File: src/rtl/fetch_stage_pkg.sv
// Shared constants for the P5 fetch stage: next-PC source encodings and the
// instruction-memory window used by the fetch address check.
package fetch_stage_pkg;

  localparam logic [1:0] NPC_SEQ = 2'b00;
  localparam logic [1:0] NPC_BR  = 2'b01;
  localparam logic [1:0] NPC_J   = 2'b10;
  localparam logic [1:0] NPC_JR  = 2'b11;

  localparam logic [31:0] PC_RESET = 32'h0000_3000;
  localparam logic [31:0] IM_BASE  = 32'h0000_3000;
  localparam logic [31:0] IM_WORDS = 32'd4096;
  localparam logic [31:0] IM_LAST  = IM_BASE + (IM_WORDS << 2) - 32'd4;

  // True when a fetch at addr must raise an address-error exception.
  function automatic logic fetch_addr_bad(input logic [31:0] addr);
    return (addr[1:0] != 2'b00) || (addr < IM_BASE) || (addr > IM_LAST);
  endfunction

endpackage

File: src/rtl/fetch_stage_npc.sv
// Next-PC selection. Branch and jump targets are relative to the
// control-transfer instruction sitting in D, not to the PC being fetched.
module f_npc
  import fetch_stage_pkg::*;
(
  input  logic [1:0]  npc_sel,
  input  logic        br_taken,
  input  logic [31:0] pc_f,
  input  logic [31:0] pc_d,
  input  logic [15:0] imm16_d,
  input  logic [25:0] idx26_d,
  input  logic [31:0] rs_d,
  output logic [31:0] npc
);

  logic [31:0] seq_pc;
  logic [31:0] br_target;
  logic [31:0] j_target;

  assign seq_pc    = pc_f + 32'd4;
  assign br_target = pc_d + 32'd4 + {{14{imm16_d[15]}}, imm16_d, 2'b00};
  assign j_target  = {pc_d[31:28], idx26_d, 2'b00};

  always_comb begin
    npc = seq_pc;
    case (npc_sel)
      NPC_SEQ: npc = seq_pc;
      NPC_BR:  npc = br_taken ? br_target : seq_pc;
      NPC_J:   npc = j_target;
      NPC_JR:  npc = rs_d;
      default: npc = seq_pc;
    endcase
  end

endmodule

File: src/rtl/fetch_stage.sv
// Instruction-fetch stage: PC register, fetch address check and the F/D
// pipeline register. The delay-slot instruction is never squashed.
module fetch_stage
  import fetch_stage_pkg::*;
(
  input  logic        clk,
  input  logic        reset,
  input  logic        STALL,
  input  logic [1:0]  NPC_SEL,
  input  logic        BR_TAKEN,
  input  logic [15:0] IMM16_D,
  input  logic [25:0] IDX26_D,
  input  logic [31:0] RS_D,
  output logic [31:0] PC_F,
  input  logic [31:0] INSTR_F,
  output logic [31:0] INSTR_D,
  output logic [31:0] PC_D,
  output logic [31:0] PC8_D,
  output logic        ADEL_D
);

  logic [31:0] npc;
  logic        fetch_bad;

  f_npc u_npc (
    .npc_sel  (NPC_SEL),
    .br_taken (BR_TAKEN),
    .pc_f     (PC_F),
    .pc_d     (PC_D),
    .imm16_d  (IMM16_D),
    .idx26_d  (IDX26_D),
    .rs_d     (RS_D),
    .npc      (npc)
  );

  assign fetch_bad = fetch_addr_bad(PC_F);

  // Flow control: STALL=1 freezes PC and F/D together, so D (and therefore
  // NPC_SEL) is re-presented on the first unstalled cycle; STALL=0 advances
  // both by one entry per edge. Reset wins over STALL.
  always_ff @(posedge clk) begin
    if (!reset) begin
      PC_F    <= PC_RESET;
      INSTR_D <= 32'd0;
      PC_D    <= PC_RESET;
      PC8_D   <= PC_RESET + 32'd8;
      ADEL_D  <= 1'b0;
    end else if (!STALL) begin
      PC_F    <= npc;
      INSTR_D <= fetch_bad ? 32'd0 : INSTR_F;
      PC_D    <= PC_F;
      PC8_D   <= PC_F + 32'd8;
      ADEL_D  <= fetch_bad;
    end
  end

endmodule

File: config.mk
export PLATFORM = sky130hd
export DESIGN_NAME = fetch_stage
export DESIGN_NICKNAME = d
export VERILOG_FILES = /design/src/rtl/fetch_stage_pkg.sv /design/src/rtl/fetch_stage_npc.sv /design/src/rtl/fetch_stage.sv
export SDC_FILE = /design/constraint.sdc
export NUM_CORES = 1
export LEC_CHECK = 0
export ABC_CLOCK_PERIOD_IN_PS = 4560
export BUFFER_PORTS_ARGS = -buffer_cell sky130_fd_sc_hd__buf_2
export CAP_MARGIN = 20
export CELL_PAD_IN_SITES_DETAIL_PLACEMENT = 1
export CELL_PAD_IN_SITES_GLOBAL_PLACEMENT = 1
export CORE_ASPECT_RATIO = 1.25
export CORE_UTILIZATION = 30
export DETAILED_ROUTE_END_ITERATION = 16
export PLACE_DENSITY = 0.64
export SLEW_MARGIN = 20
export SYNTH_ARGS = -nofsm -noshare
export SYNTH_HDL_FRONTEND = slang
export SYNTH_SLANG_ARGS = --single-unit
File: constraint.sdc
create_clock -name clk -period 4.56 [get_ports clk]
set_input_delay 0.912 -clock clk [delete_from_list [all_inputs] [get_ports clk]]
set_output_delay 0.912 -clock clk [all_outputs]
set_load 0.1 [all_outputs]
After elaboration in Yosys (flattened, before gate mapping) --
Index checks and enable logic that the tools add are counted.
Storage, ports and cells: register bits after elaboration 129, input port bits 112, output and inout bits 129, logic and storage cells 21
Cells by class: $add $sub $neg 4, magnitude comparators 2, equal/unequal tests 3, multiplexer cells 3, reductions and logical operators 4
Operator list (number):
- 32-bit one-hot mux with 4 select lines | 1
- 32-bit by 3-bit adder with 32-bit output, second input constant | 2
- 32-bit two-way mux | 2
- 32-bit adder | 1
- 32-bit by 4-bit adder with 32-bit output, second input constant | 1
- 32-bit by 15-bit greater-than comparator with 1-bit output, second input constant | 1
- 32-bit by 14-bit less-than comparator with 1-bit output, second input constant | 1
- 2-bit == test, second input constant | 2
- 2-bit by 1-bit == test with 1-bit output, second input constant | 1
- 2-bit zero test | 1
- 1-bit logical OR | 2
- 2-bit nonzero test | 1

Logic depth before layout (Yosys ltp) --
Gate-level depths: netlist of run 1.
word-level depth 4, depth in mapped cells 14, gate-level depth less buffers 14

By module --
From an unflattened synthesis of run 1, not the netlist that was laid out.
Second synthesis, totals: cell total of the unflattened synthesis 1107, area total of the unflattened synthesis 9063.7 um2
Modules (own cells, without submodules):
- fetch_stage | instances 1, cells each 596, area an instance 5525.3 um2, seq. area each 2522.4 um2
- f_npc | instances 1, cells each 511, area an instance 3538.4 um2, seq. area each 0.0 um2

Worst setup path after synthesis of run 1 --
No wires, ideal clock.
path type reg-to-reg, start reg PC_D[2], end reg PC_F[25], library setup time 0.058 ns, data arrival time 3.694 ns, required time 4.502 ns, slack 0.808 ns, stages on the path, launching flop included 15, buffers on the path 0, period minus slack after synthesis 3.752 ns, cell sequence dfxtp_1 > inv_1 > ha_1 > inv_1 > ha_1 > inv_1 > fa_1 > nand2b_1 > a21oi_1 > a211oi_1 > o311a_1 > nor2_1 > mux2_2 > a2111oi_0 > o21a_1
On the way: longest elaborated chain between the ends 4
RTL lines:
- start, declared | RTL line fetch_stage.sv:17 | output logic [31:0] PC_D,
- start signal, assigned | RTL line fetch_stage.sv:45 | PC_D <= PC_RESET;
- start signal, assigned | RTL line fetch_stage.sv:51 | PC_D <= PC_F;
- 32-bit by 3-bit adder with 32-bit output | RTL line fetch_stage_npc.sv:21 | assign br_target = pc_d + 32'd4 + {{14{imm16_d[15]}}, imm16_d, 2'b00};
- 32-bit adder | RTL line fetch_stage_npc.sv:21
- 32-bit two-way mux | RTL line fetch_stage_npc.sv:28 | NPC_BR: npc = br_taken ? br_target : seq_pc;
- 32-bit one-hot mux with 4 select lines | RTL line fetch_stage_npc.sv:26 | case (npc_sel)
- end signal, assigned | RTL line fetch_stage.sv:49 | PC_F <= npc;
- end, declared | RTL line fetch_stage.sv:14 | output logic [31:0] PC_F,
Every way passes these cells. A chain may end at the register's enable or synchronous reset.

Final worst setup path of run 1 --
start in IMM16_D[1], end reg PC_F[25]
On the way: longest elaborated chain between the ends 3
RTL lines:
- start, declared | RTL line fetch_stage.sv:11 | input logic [15:0] IMM16_D,
- 32-bit adder | RTL line fetch_stage_npc.sv:21
- 32-bit two-way mux | RTL line fetch_stage_npc.sv:28
- 32-bit one-hot mux with 4 select lines | RTL line fetch_stage_npc.sv:26
Every way passes these cells.

==> impl_results.rst, run 1 <==
.. list-table::
   :header-rows: 1

   * - Metric
     - Value
   * - Final routed wire length divided by cell count
     - just over 20 um
   * - PostCTS Resize Cnt
     - 0
   * - Layout Skew
     - 13.8 ps
   * - Finished Core Util
     - 37.5%
   * - Cells after Synth
     - 1064
   * - Clock-pin slew on the worst setup and hold paths
     - 60 ps
   * - Result of the run
     - complete, no violations
   * - Placement-stage cell area
     - 10000 sq um
   * - Data required time at the worst endpoint
     - 4940 ps
   * - Cell area after technology mapping
     - slightly below 9000 sq um
   * - Min cycle time layout
     - 3620 ps
   * - Clk Latency, worst-skew pair
     - ~440 ps
   * - Share of final-layout standard cells stronger than drive strength 1
     - 24.9%
   * - Synthesized netlist net count
     - 1236
   * - Leftover overflow at the end of global routing
     - 0
   * - Highest Clock Rate
     - 0.276 GHz
   * - Setup violation total in the final timing report
     - 0
   * - Total wirelength of the detailed-routed design
     - 32.9 mm
   * - Pins Over Slew Limit
     - 0
   * - Most used flip-flop cell after synthesis
     - dfxtp_1
   * - Ratio of total power to cell area
     - between 300 and 400 nW/um^2
   * - Largest net degree at the start of global routing
     - 74
   * - Unrepaired setup endpoints after global routing
     - no
   * - Async SR Flop Fraction
     - 0%
   * - Type of element capturing the critical path
     - flop
   * - M2 GR Usage
     - 41.5%
   * - Core Footprint
     - 28400 sq um
   * - Buffer levels on the longest clock path
     - 2
   * - Number of enable-type register cells in the synthesized netlist
     - 0
   * - Placed Cells
     - about 1600
   * - 1st-iter DRT viols
     - 362
   * - Post-synthesis cell type count
     - 59
   * - Vias post-DR
     - 8775
   * - Synthesis Warnings
     - 0
   * - Top Ports
     - around 240
   * - Per-instance average area after synthesis
     - 8.14 sq um
   * - Count of input and output buffers
     - between 200 and 250
   * - DIE AREA
     - 29500 sq um
   * - Layout filler cell count
     - 3422
   * - Final ANT Viol Nets
     - 0
   * - Met3 Usage GRT
     - 3.54%
   * - Tightest Pin Transition
     - around 830 ps
   * - Die span in x
     - 154 um
   * - Row cnt
     - 69
   * - CTS root buf
     - clkbuf_16
   * - TritonCTS clock tree
     - done
   * - Setup crit start kind
     - input pin
   * - Path type of the worst setup path
     - in -> reg
   * - Number of global-route vias before repair
     - 8928
   * - Max-cap violation count
     - 0
   * - Data arrival time of the critical path
     - 4000 ps
   * - Final-report hold violation count
     - 0
   * - GPL Wtd Cong
     - 0.866
   * - Fraction of synthesized cell area taken by the top area cell type
     - between 20 and 30%
   * - Post-detailed-route via-to-cell ratio
     - 5.43
   * - Number of sinks handled by clock tree synthesis
     - 126
   * - Top post-synthesis cells by area
     - dfxtp_1 (29%), ha_1 (8.5%), mux2i_1 (5.2%)
   * - Most frequent cells in the layout
     - buf_2 (238), dfxtp_1 (126), nand2_1 (107)
   * - Busiest metal layer after global routing
     - met2
   * - Class of the most critical hold timing path
     - reg -> reg
   * - Number of flip-flops and latches in the synthesized netlist
     - 126
   * - DP HPWL
     - between 20 and 25 mm
   * - Final standard cell count with taps included and fillers excluded
     - between 1500 and 2000
   * - Top cell type by total area after synthesis
     - dfxtp_1
   * - Global routing usage on met1
     - approximately a quarter
   * - Final worst path period share
     - about four fifths
   * - GRT Total Usage
     - 22.5%
   * - Global-route wire length before repair
     - 50.9 mm
   * - Cell leakage power
     - 4.81 nW
   * - Nets
     - around 1400
   * - Die Ht
     - 192 um
   * - Worst supply voltage drop on vdd
     - 203 uV
   * - Diode count
     - 0
   * - Cts bufs inserted
     - 17
   * - Setup Fix Bufs, Post-CTS
     - 0
   * - Initial cell density of the core
     - 30.5%
   * - Antenna violations before repair
     - 1
   * - Remaining DRCs
     - 0
   * - Critical path peak fanout
     - 3
   * - Sequential cell area fraction in the yosys report
     - between 20% and 30%
   * - Headroom to the max-slew limit
     - a little over two fifths
   * - Iteration count of the initial detailed-routing pass
     - 7
   * - Finished Cell Area
     - 10700 sq um
   * - Commonest non-fill, non-tap cell in the layout
     - buf_2
   * - Synth-to-Final Area Change
     - 23.0%
   * - Hold-fix buffers at CTS
     - 0
   * - H-tree depth
     - 4
   * - Final setup TNS
     - 0 ps
## cells in the mapped netlist, types with 7 or more instances
library cell  number
a211oi_1           9
a21o_1            18
a21oi_1           58
a221oi_1          15
a22oi_1           34
a31oi_1           13
and2_1            22
and3_1             8
buf_1              9
buf_2              9
buf_4              7
clkbuf_1          66
dfxtp_1          126
ha_1              59
inv_1             15
mux2_2            19
mux2i_1           45
nand2_1          107
nand2b_1           9
nand3_1           27
nand4_1           24
nor2_1            59
nor2b_1           65
nor3_1            15
nor4_1            11
o211a_1           13
o211ai_1           8
o21ai_0           72
o31ai_1            7
xnor2_1           40
xor2_1            25
## flip-flops by register name, indices dropped and copies added, names as in the netlist
name,cells
PC_D,32
INSTR_D,32
PC_F,32
ADEL_D,1
PC8_D,29
## kinds of logic after synthesis
group                    after synthesis  synth area share [%]
XOR/XNOR                              66                  6.76
flip-flops                           126                  29.1
multiplexers                          64                  7.67
adder cells (fa/ha/maj)               60                  8.76
AND/OR/NAND/NOR                      366                  21.7
AO/OA/AOI/OAI                        273                  20.7
buffers and inverters                109                  5.33
## power breakdown
part           leakage (nW)  switching [mW]  internal, mW
combinational          3.48           0.706         0.268
clock                 0.299           0.585         0.875
sequential             1.03          0.0871          1.15
total                  4.81            1.38          2.29
## final timing paths
kind | from | to | slack, ps | cells past startpoint
min reg2reg | PC8_D[13] | PC8_D[13] | 470 | 2
max reg2reg | PC_D[2] | PC_F[25] | 1140 | 14
max | IMM16_D[1] | PC_F[25] | 940 | 13
min | PC8_D[13] | PC8_D[13] | 470 | 2
## worst max-delay path, cell delays in order
cell and delay, ps:
buf_2 110, ha_1 270, ha_1 160, inv_1 50, fa_1 390, nand2b_1 180, a21oi_1 160, a211oi_1 110
o311a_1 420, nor2_1 290, mux2_2 370, a2111oi_0 400, o21a_1 170
## metal layers
metal / wire length, um / up-vias
met1: 13800 / 4284
met2: 16900 / 247
met3: 1330 / 50
met5: 10 / -
li1: - / 4192
met4: 878 / 2
## layout make-up
cell class / instances / area, sq um / share of cell area (%)
flip-flops and latches: 126 / 2520 / 23.7
clock inverters: 13 / 180 / 1.69
repair buffers: 257 / 1330 / 12.5
multi-input cells: 829 / 5680 / 53.3
well taps: 355 / 444 / 4.17
clock buffers: 19 / 433 / 4.06
inverters: 16 / 60.1 / 0.564
## metrics by stage
step                      hold slack, ps  total power, mW  worst slack (ps)
after detailed placement             458             2.24               522
final                                468             3.67               940
after global placement               453             2.23               610
after floorplan                      934             1.98               808
after global routing                 499             3.82               660
after CTS                            475             3.72               959
Note: power is estimated with default switching activity, not from simulation.
==> run 2, diff against run 1 <==
Settings changed: ABC_AREA set to 1, ABC_CLOCK_PERIOD_IN_PS 4560 to 3700, PLACE_DENSITY 0.64 to 0.66.
Clock period 4.56 ns to 3.7 ns, I/O delays scaled along.
==> run 2 against run 1 <==
  * Routed wire length up 22%
  * Power up 31%
  * Core utilization up 0.34 points
  * First-iteration DRC count up 34%
  * Via count up 19%
  * Clock power up 16%
  * Clock-buffer cell count up 3
  * Largest cell class unchanged
  * Largest power group unchanged
  * Highest routed layer is now met4
==> impl_results.rst, run 2 <==
.. list-table::
   :header-rows: 1

   * - Metric
     - Value
   * - Tightest Pin Transition
     - 1080 ps
   * - Diode count
     - 0
   * - Share of final-layout standard cells stronger than drive strength 1
     - 23.0%
   * - DIE AREA
     - 31800 sq um
   * - Largest net degree at the start of global routing
     - 56
   * - Most used flip-flop cell after synthesis
     - dfxtp_1
   * - Count of input and output buffers
     - 240
   * - Class of the most critical hold timing path
     - reg -> reg
   * - Cell leakage power
     - 5.93 nW
   * - Pins Over Slew Limit
     - 0
   * - Hold-fix buffers at CTS
     - 0
   * - Cell with the most instances after synthesis
     - nand2_1
   * - Per-instance average area after synthesis
     - 6.38 sq um
   * - Part of the power in the clock network
     - 35.2%
   * - TritonCTS clock tree
     - done
   * - Post-synthesis cell type count
     - 44
   * - CTS root buf
     - clkbuf_16
   * - Top flop regs
     - INSTR_D x32, PC_D x32, PC_F x32
   * - Highest Clock Rate
     - 0.346 GHz
   * - Post-detailed-route via-to-cell ratio
     - 5.00
   * - Iteration count of the initial detailed-routing pass
     - 5
   * - NetSw
     - 1.94 mW
   * - Min cycle time layout
     - 2890 ps
   * - Die Ht
     - 199 um
   * - Result of the run
     - complete, no violations
   * - Top cell type by total area after synthesis
     - dfxtp_1
   * - Top post-synthesis cells by area
     - dfxtp_1 (27%), nand2_1 (16%), inv_1 (8.8%)
   * - Cts bufs inserted
     - 17
   * - Final routed wire length divided by cell count
     - 19.2 um
   * - Clock-pin slew on the worst setup and hold paths
     - 60 ps
   * - Nets
     - 1857
   * - Number of flip-flops and latches in the synthesized netlist
     - 126
   * - Design Power
     - about 4.8 mW
   * - Data arrival time of the critical path
     - 3220 ps
   * - Initial cell density of the core
     - 30.7%
   * - Flop pwr share
     - 32.1%
   * - Layout Skew
     - 10.9 ps
   * - Final setup TNS
     - 0 ps
   * - Die span in x
     - 160 um
   * - Type of element capturing the critical path
     - flop
   * - Commonest non-fill, non-tap cell in the layout
     - nand2_1
   * - Cells after Synth
     - 1463
   * - GRT Total Usage
     - roughly 25%
   * - Final-report hold violation count
     - 0
   * - Critical path peak fanout
     - 6
   * - Worst supply voltage drop on vdd
     - 333 uV
   * - Antenna violations before repair
     - 0
   * - Max-cap violation count
     - 0
   * - Sequential cell area fraction in the yosys report
     - 27.0%
   * - Unrepaired setup endpoints after global routing
     - no
   * - Core Footprint
     - 30400 sq um
   * - DP HPWL
     - roughly 32 mm
   * - Synth-to-Final Area Change
     - 23.2%
   * - Number of sinks handled by clock tree synthesis
     - 126
   * - Setup crit start kind
     - input pin
   * - Final worst path period share
     - between 70% and 80%
   * - Number of global-route vias before repair
     - 10800
   * - Remaining DRCs
     - 0
   * - Minimum hold slack
     - between 400 and 500 ps
   * - Comb pwr share
     - approximately 33%
   * - PostCTS Resize Cnt
     - 0
   * - H-tree depth
     - 4
   * - Synthesis Warnings
     - 0
   * - Vias post-DR
     - 10500
   * - Buffer levels on the longest clock path
     - 2
   * - Final ANT Viol Nets
     - 0
   * - Setup Fix Bufs, Post-CTS
     - 0
   * - Total wirelength of the detailed-routed design
     - 40.2 mm
   * - Leftover overflow at the end of global routing
     - 0
   * - Cell area after technology mapping
     - ~9300 sq um
   * - Global-route wire length before repair
     - 61.5 mm
   * - Top Ports
     - 241
   * - Async SR Flop Fraction
     - 0%
   * - Fraction of synthesized cell area taken by the top area cell type
     - 27.0%
   * - Commonest cells in the synthesized netlist
     - nand2_1 (390), inv_1 (219), dfxtp_1 (126)
   * - Number of enable-type register cells in the synthesized netlist
     - 0
   * - Data required time at the worst endpoint
     - 4030 ps
   * - GPL Wtd Cong
     - 0.967
   * - 1st-iter DRT viols
     - 484
   * - Setup violation total in the final timing report
     - 0
   * - Most frequent cells in the layout
     - nand2_1 (390), buf_2 (239), inv_1 (219)
   * - Share of total power consumed by net switching
     - about two fifths
   * - Pint
     - 2.86 mW
   * - Clk Latency, worst-skew pair
     - between 400 and 500 ps
   * - Row cnt
     - 71
   * - Ratio of total power to cell area
     - 417 nW/um^2
   * - Synthesized netlist net count
     - 1635
   * - Path type of the worst setup path
     - in -> reg
   * - Headroom to the max-slew limit
     - between 20% and 30%
-- run 2: power groups by stage --
stage               Clock, mW  Sequential (mW)  Combinational, mW
finish                   1.69             1.54               1.57
CTS                      1.71             1.54               1.57
global route             1.76             1.55               1.68
detailed placement          0             1.57               1.56
floorplan                   0             2.06              0.621
global placement            0             1.57               1.55
-- run 2: critical path: stages --
cell and delay, ps:
buf_2 100, ha_1 290, ha_1 390, nand2_1 140, nand3_1 310, nand2_1 160
nand2_1 170, a21oi_1 240, xor2_1 430, o211ai_1 140, nand2_1 90, inv_1 40
-- run 2: layer usage --
metal	GRT usage [%]	vias up	wire length (um)
met4	10.6	0	1370
met5	0	-	0
met3	4.48	70	2050
li1	-	5129	-
met1	29.7	4997	16800
met2	45.7	278	20000
-- run 2: logic make-up (layout without fill, tap and decap cells) --
family | count (synthesis) | count (layout) | share of synthesized area, %
adders and majority gates | 60 | 60 | 8.13
and+or+nand+nor | 691 | 691 | 32.6
DFF | 126 | 126 | 27.0
xor gates and xnor gates | 33 | 33 | 3.10
AOI/OAI and AO/OA | 266 | 266 | 17.1
buffers and inverters | 287 | 519 | 12.1
-- run 2: layout make-up --
cell class / count / area [sq um]
multi-input cells: 1050 / 5680
inverters: 232 / 873
flip-flops and latches: 126 / 2520
well taps: 401 / 502
clock buffers: 22 / 454
repair buffers: 258 / 1350
clock inverters: 7 / 115
fillers: 4077 / 18900
-- run 2: path summary, 6_finish.rpt --
kind                     from     endpoint  slack, ps  cells after the start
setup / recovery   IMM16_D[3]     PC_F[18]        810                     12
hold / removal    INSTR_D[31]  INSTR_D[31]        460                      2
setup reg to reg      PC_D[5]     PC_F[18]        860                     11
hold reg to reg   INSTR_D[31]  INSTR_D[31]        460                      2
-- run 2: metrics by stage --
stage	setup slack (ps)	cells	cell area [sq um]	utilization [%]
after detailed placement	409	2067	10900	36.0
after global routing	629	2096	11500	37.8
after CTS	839	2096	11500	37.8
after floorplan	718	1463	9330	-
after global placement	434	2067	10900	36.0
final	808	2096	11500	37.8
